File: src/rtl/wb_stage.sv
// Write-back stage: registers the MEM result, aligns/extends load data and drives the RF write port and WB-to-ID bypass bus.
// Optional commit trace on the debug_* ports is built only when WB_DEBUG_TRACE_EN is defined.
module wb_stage #(
    parameter int WB_TO_ID_WD  = 38,
    parameter int MEM_TO_WB_WD = 75
) (
    input  logic                    clk,
    input  logic                    resetn,
    input  logic                    mem_valid,
    input  logic [MEM_TO_WB_WD-1:0] mem_to_wb_bus,
    input  logic [31:0]             data_sram_rdata,
    input  logic                    stall_wb,
    input  logic                    flush,
    output logic                    rf_we,
    output logic [4:0]              rf_waddr,
    output logic [31:0]             rf_wdata,
    output logic [WB_TO_ID_WD-1:0]  wb_to_id_bus,
    output logic [31:0]             debug_wb_pc,
    output logic [3:0]              debug_wb_rf_wen,
    output logic [4:0]              debug_wb_rf_wnum,
    output logic [31:0]             debug_wb_rf_wdata
);

    typedef enum logic [2:0] {
        LD_NONE = 3'b000,
        LD_B    = 3'b001,
        LD_BU   = 3'b010,
        LD_H    = 3'b011,
        LD_HU   = 3'b100,
        LD_W    = 3'b101
    } ld_type_e;

    logic        valid;
    logic [2:0]  ld_type;
    logic [1:0]  addr_lo;
    logic        we;
    logic [4:0]  waddr;
    logic [31:0] wdata;

    logic [31:0] hold_data;
    logic        hold_vld;
    logic        is_load;
    logic [31:0] load_src;
    logic [7:0]  load_byte;
    logic [15:0] load_half;
    logic [31:0] result;

    always_ff @(posedge clk or negedge resetn) begin
        if (!resetn) begin
            valid   <= 1'b0;
            ld_type <= 3'b000;
            addr_lo <= 2'b00;
            we      <= 1'b0;
            waddr   <= 5'd0;
            wdata   <= 32'd0;
        end else if (flush) begin
            valid <= 1'b0;
        end else if (!stall_wb) begin
            valid   <= mem_valid;
            ld_type <= mem_to_wb_bus[42:40];
            addr_lo <= mem_to_wb_bus[39:38];
            we      <= mem_to_wb_bus[37];
            waddr   <= mem_to_wb_bus[36:32];
            wdata   <= mem_to_wb_bus[31:0];
        end
    end

    always_comb begin
        is_load = 1'b0;
        case (ld_type)
            LD_B, LD_BU, LD_H, LD_HU, LD_W: is_load = 1'b1;
            default:                        is_load = 1'b0;
        endcase
    end

    // SRAM output is only valid in the first WB cycle, so a stalled load keeps its own copy.
    always_ff @(posedge clk or negedge resetn) begin
        if (!resetn) begin
            hold_vld  <= 1'b0;
            hold_data <= 32'd0;
        end else if (flush || !stall_wb) begin
            hold_vld <= 1'b0;
        end else if (valid && is_load && !hold_vld) begin
            hold_vld  <= 1'b1;
            hold_data <= data_sram_rdata;
        end
    end

    always_comb begin
        load_src = hold_vld ? hold_data : data_sram_rdata;
        case (addr_lo)
            2'd0:    load_byte = load_src[7:0];
            2'd1:    load_byte = load_src[15:8];
            2'd2:    load_byte = load_src[23:16];
            default: load_byte = load_src[31:24];
        endcase
        load_half = addr_lo[1] ? load_src[31:16] : load_src[15:0];
        case (ld_type)
            LD_B:    result = {{24{load_byte[7]}}, load_byte};
            LD_BU:   result = {24'd0, load_byte};
            LD_H:    result = {{16{load_half[15]}}, load_half};
            LD_HU:   result = {16'd0, load_half};
            LD_W:    result = load_src;
            default: result = wdata;
        endcase
    end

    assign rf_we        = valid & we;
    assign rf_waddr     = waddr;
    assign rf_wdata     = result;
    assign wb_to_id_bus = {rf_we, rf_waddr, rf_wdata};

`ifdef WB_DEBUG_TRACE_EN
    logic [31:0] pc;

    always_ff @(posedge clk or negedge resetn) begin
        if (!resetn) begin
            pc <= 32'd0;
        end else if (!flush && !stall_wb) begin
            pc <= mem_to_wb_bus[74:43];
        end
    end

    // Suppressing the enable while stalled makes each retired write show up once.
    assign debug_wb_pc       = pc;
    assign debug_wb_rf_wen   = {4{rf_we & ~stall_wb}};
    assign debug_wb_rf_wnum  = rf_waddr;
    assign debug_wb_rf_wdata = rf_wdata;
`else
    logic unused_pc;

    assign unused_pc         = ^mem_to_wb_bus[74:43];
    assign debug_wb_pc       = 32'd0;
    assign debug_wb_rf_wen   = 4'd0;
    assign debug_wb_rf_wnum  = 5'd0;
    assign debug_wb_rf_wdata = 32'd0;
`endif

endmodule

File: config.mk
export PLATFORM = sky130hd
export DESIGN_NAME = wb_stage
export DESIGN_NICKNAME = d
export VERILOG_FILES = /design/src/rtl/wb_stage.sv
export SDC_FILE = /design/constraint.sdc
export NUM_CORES = 1
export LEC_CHECK = 0
export BUFFER_PORTS_ARGS = -buffer_cell sky130_fd_sc_hd__buf_2
export CAP_MARGIN = 25
export CORE_MARGIN = 2
export CORE_UTILIZATION = 51
export DETAILED_ROUTE_END_ITERATION = 10
export PLACE_DENSITY = 0.87
export SYNTH_ARGS = -nofsm -noshare
export SYNTH_HDL_FRONTEND = slang
export SYNTH_SLANG_ARGS = --single-unit
File: constraint.sdc
create_clock -name clk -period 6.8 [get_ports clk]
set_clock_uncertainty 0.15 [all_clocks]
set_input_delay 1.36 -clock clk [delete_from_list [all_inputs] [get_ports clk]]
set_output_delay 1.36 -clock clk [all_outputs]
set_load 0.005 [all_outputs]
==> results.json <==
{
  "synth_cell_types": 47,
  "synthAdderAreaFrac_pct": 0,
  "synth-compound-area-share_pct": 7.30,
  "postCtsHoldBufs": 0,
  "io_pins": 261,
  "routed-wl-met3_um": 1030,
  "cts_max_level": 3,
  "placed_cells": 737,
  "insertion_delay_ps": 360,
  "clk_pin_slew_ps": 90,
  "layout_setup_ws_ps": 2010,
  "ctsLongestPathBuffers": 2,
  "synthMuxAreaShare_pct": 27.8,
  "min_period_over_period_pct": 70.4,
  "timing.fmax_ghz": 0.209,
  "fp.dieArea_um2": 11700,
  "drt_iter0_markers": 206,
  "synth_top_family_by_area": "multiplexers",
  "rows": 37,
  "start_util_pct": 53.0,
  "clock_sink_count": 77,
  "finalHoldViolCount": 0,
  "path_max_fanout": 26,
  "dp_hpwl_um": 9960,
  "grt_pass1_wl_um": 20200,
  "syn_to_final_growth_pct": 8.55,
  "tightest_slew_ps": 1040,
  "core-area_um2": 10400,
  "worstSetupEndpointType": "primary output",
  "wl_met2_um": 6940,
  "cts_tree": "done",
  "drive_above_1_share_pct": 46.7,
  "min_path_type": "reg2reg",
  "leakage_nw": 2.89,
  "tns_ps": 0,
  "place_congestion": 0.833,
  "finalMaxSlewViolations": 0,
  "pre_cts_ws_ps": 1890,
  "worstSetupPathType": "reg2out",
  "ctsResizeCount": 0,
  "antenna_found_initial": 0,
  "peakVddDrop_mv": 0.156,
  "drc_errors": 0,
  "dieWidth_um": 108,
  "vias_per_cell": 5.28,
  "synth_area_um2": 5520,
  "cp.arrival_ps": 3280,
  "critPathLaunchType": "register",
  "nets": 726,
  "yosysSeqAreaShare_pct": 34.9,
  "holdWs_ps": 362,
  "grt_usage_pct": 22.8,
  "synth.avg_cell_area_um2": 10.8,
  "ant_nets": 0,
  "ys_ff_latch": 77,
  "synth_simple_gate_area_share_pct": 10.8,
  "routed.top_layer": "met4",
  "layout_common_cells": "buf_2 (154), dfrtp_1 (76), conb_1 (73)",
  "die_h_um": 108,
  "finalSetupViolations": 0,
  "drv_cap": 0,
  "wl_met1_um": 5090,
  "cts_setup_buffers": 0,
  "wire_per_inst_um": 17.8,
  "min_period_ps": 4790,
  "drt_wl_total_um": 13400,
  "final_common_cell": "buf_2",
  "port_buffers": 155,
  "grt-ovfl-total": 0,
  "vias": 3987,
  "relSlewSlack_pct": 30.3,
  "antenna_cells": 0,
  "syn_inst": 511,
  "fillers": 896,
  "status": "completed",
  "power_mw": 1.58,
  "rsz0062_at_grt": "false",
  "worstPathRequired_ps": 5290,
  "grt_max_degree": 78,
  "synthXorXnorAreaFrac_pct": 0.159,
  "yosysWarnings": 0,
  "cts-buffers-inserted": 9,
  "stdcell_count": 755,
  "powerDensity_nw_per_um2": 263,
  "cts.root.buffer_cell": "clkbuf_8",
  "first_pass_iters": 4,
  "grt_pass1_vias": 3897
}
[cell families (layout without fill, tap and decap cells)]
| logic type | count (synthesis) | count (layout) |
|---|---|---|
| other | 1 | 73 |
| buffers and inverters | 143 | 179 |
| AND/OR/NAND/NOR | 107 | 107 |
| flip-flops | 77 | 77 |
| XOR/XNOR | 1 | 1 |
| AO/OA/AOI/OAI | 63 | 63 |
| multiplexers | 119 | 119 |
[sequential cells by signal (all words and copies together), names as in the netlist]
signal     count
we             1
rf_waddr       5
wdata         32
ld_type        3
valid          1
addr_lo        2
hold_data     32
hold_vld       1
[cell usage after synthesis (all sizes together)]
cell,number,area (µm²)
buf,133,1010
mux2,83,1050
dfrtp,77,1930
nor2,51,191
a21oi,27,135
mux2i,26,260
a31oi,11,68.8
mux4,10,229
nand2b,10,62.6
nor3,10,95.1
nor3b,9,77.6
clkbuf,8,30.0
o22ai,7,43.8
a311oi,6,58.8
and3,6,42.5
nand2,6,22.5
nor2b,4,25.0
o21ai,4,20.0
nand3,3,20.0
nand3b,3,22.5
inv,2,7.51
o211ai,2,20.0
or3b,2,17.5
a21o,1,7.51
a221oi,1,8.76
a22o,1,8.76
and2,1,6.26
conb,1,3.75
nor4,1,6.26
o2111ai,1,15.0
o21a,1,7.51
o221ai,1,8.76
or3,1,6.26
xor2,1,8.76
[path summary, 6_finish.rpt]
| path | from | end | slack (ps) | cells past startpoint |
|---|---|---|---|---|
| worst max-delay path | hold_vld$_DFFE_PN0P_ | rf_wdata[4] | 2010 | 6 |
| worst min-delay path | hold_data[19]$_DFFE_PN0P_ | hold_data[19]$_DFFE_PN0P_ | 360 | 1 |
| worst max register to register | ld_type[1]$_DFFE_PN0P_ | hold_data[14]$_DFFE_PN0P_ | 3920 | 5 |
| worst min register to register | hold_data[19]$_DFFE_PN0P_ | hold_data[19]$_DFFE_PN0P_ | 360 | 1 |
| max in group asynchronous | resetn | hold_vld$_DFFE_PN0P_ | 5250 | 2 |
| min in group asynchronous | resetn | hold_data[29]$_DFFE_PN0P_ | 650 | 1 |
[worst max-delay path, cell delays in order, from the launching register on]
cell and delay [ps]:
dfrtp_2 850, buf_4 470, mux4_2 570, and3_1 200, a311oi_1 440, o22ai_1 210, buf_2 170
[cell type report]
cell class	count	area, µm²	area share, %
clock buffer	9	124	2.07
sequential	77	1930	32.2
clock inverter	7	60.1	1.00
inverter	2	7.51	0.125
tap	136	170	2.84
timing repair buffer	161	863	14.4
multi-input combinational	363	2840	47.4
[where the power goes]
part | switching (mW) | total, mW | internal, mW | leakage, nW
combinational | 0.280 | 0.594 | 0.314 | 1.88
clock | 0.194 | 0.331 | 0.137 | 0.0840
sequential | 0.0901 | 0.651 | 0.561 | 0.926
total | 0.564 | 1.58 | 1.01 | 2.89
[routing by layer]
layer / global-route usage (%) / vias to the layer above
li1: - / 1819
met1: 26.4 / 1938
met2: 40.2 / 202
met3: 6.57 / 28
met4: 8.15 / 0
met5: 0 / -
[per-stage QoR]
step           cell area, µm²  util, %
2_1_floorplan            5790        -
3_3_place_gp             5740     55.1
3_5_place_dp             5760     55.3
4_1_cts                  5950     57.1
5_1_grt                  5990     57.5
6_report                 5990     57.5
Note: power is estimated with default switching activity, not from simulation.
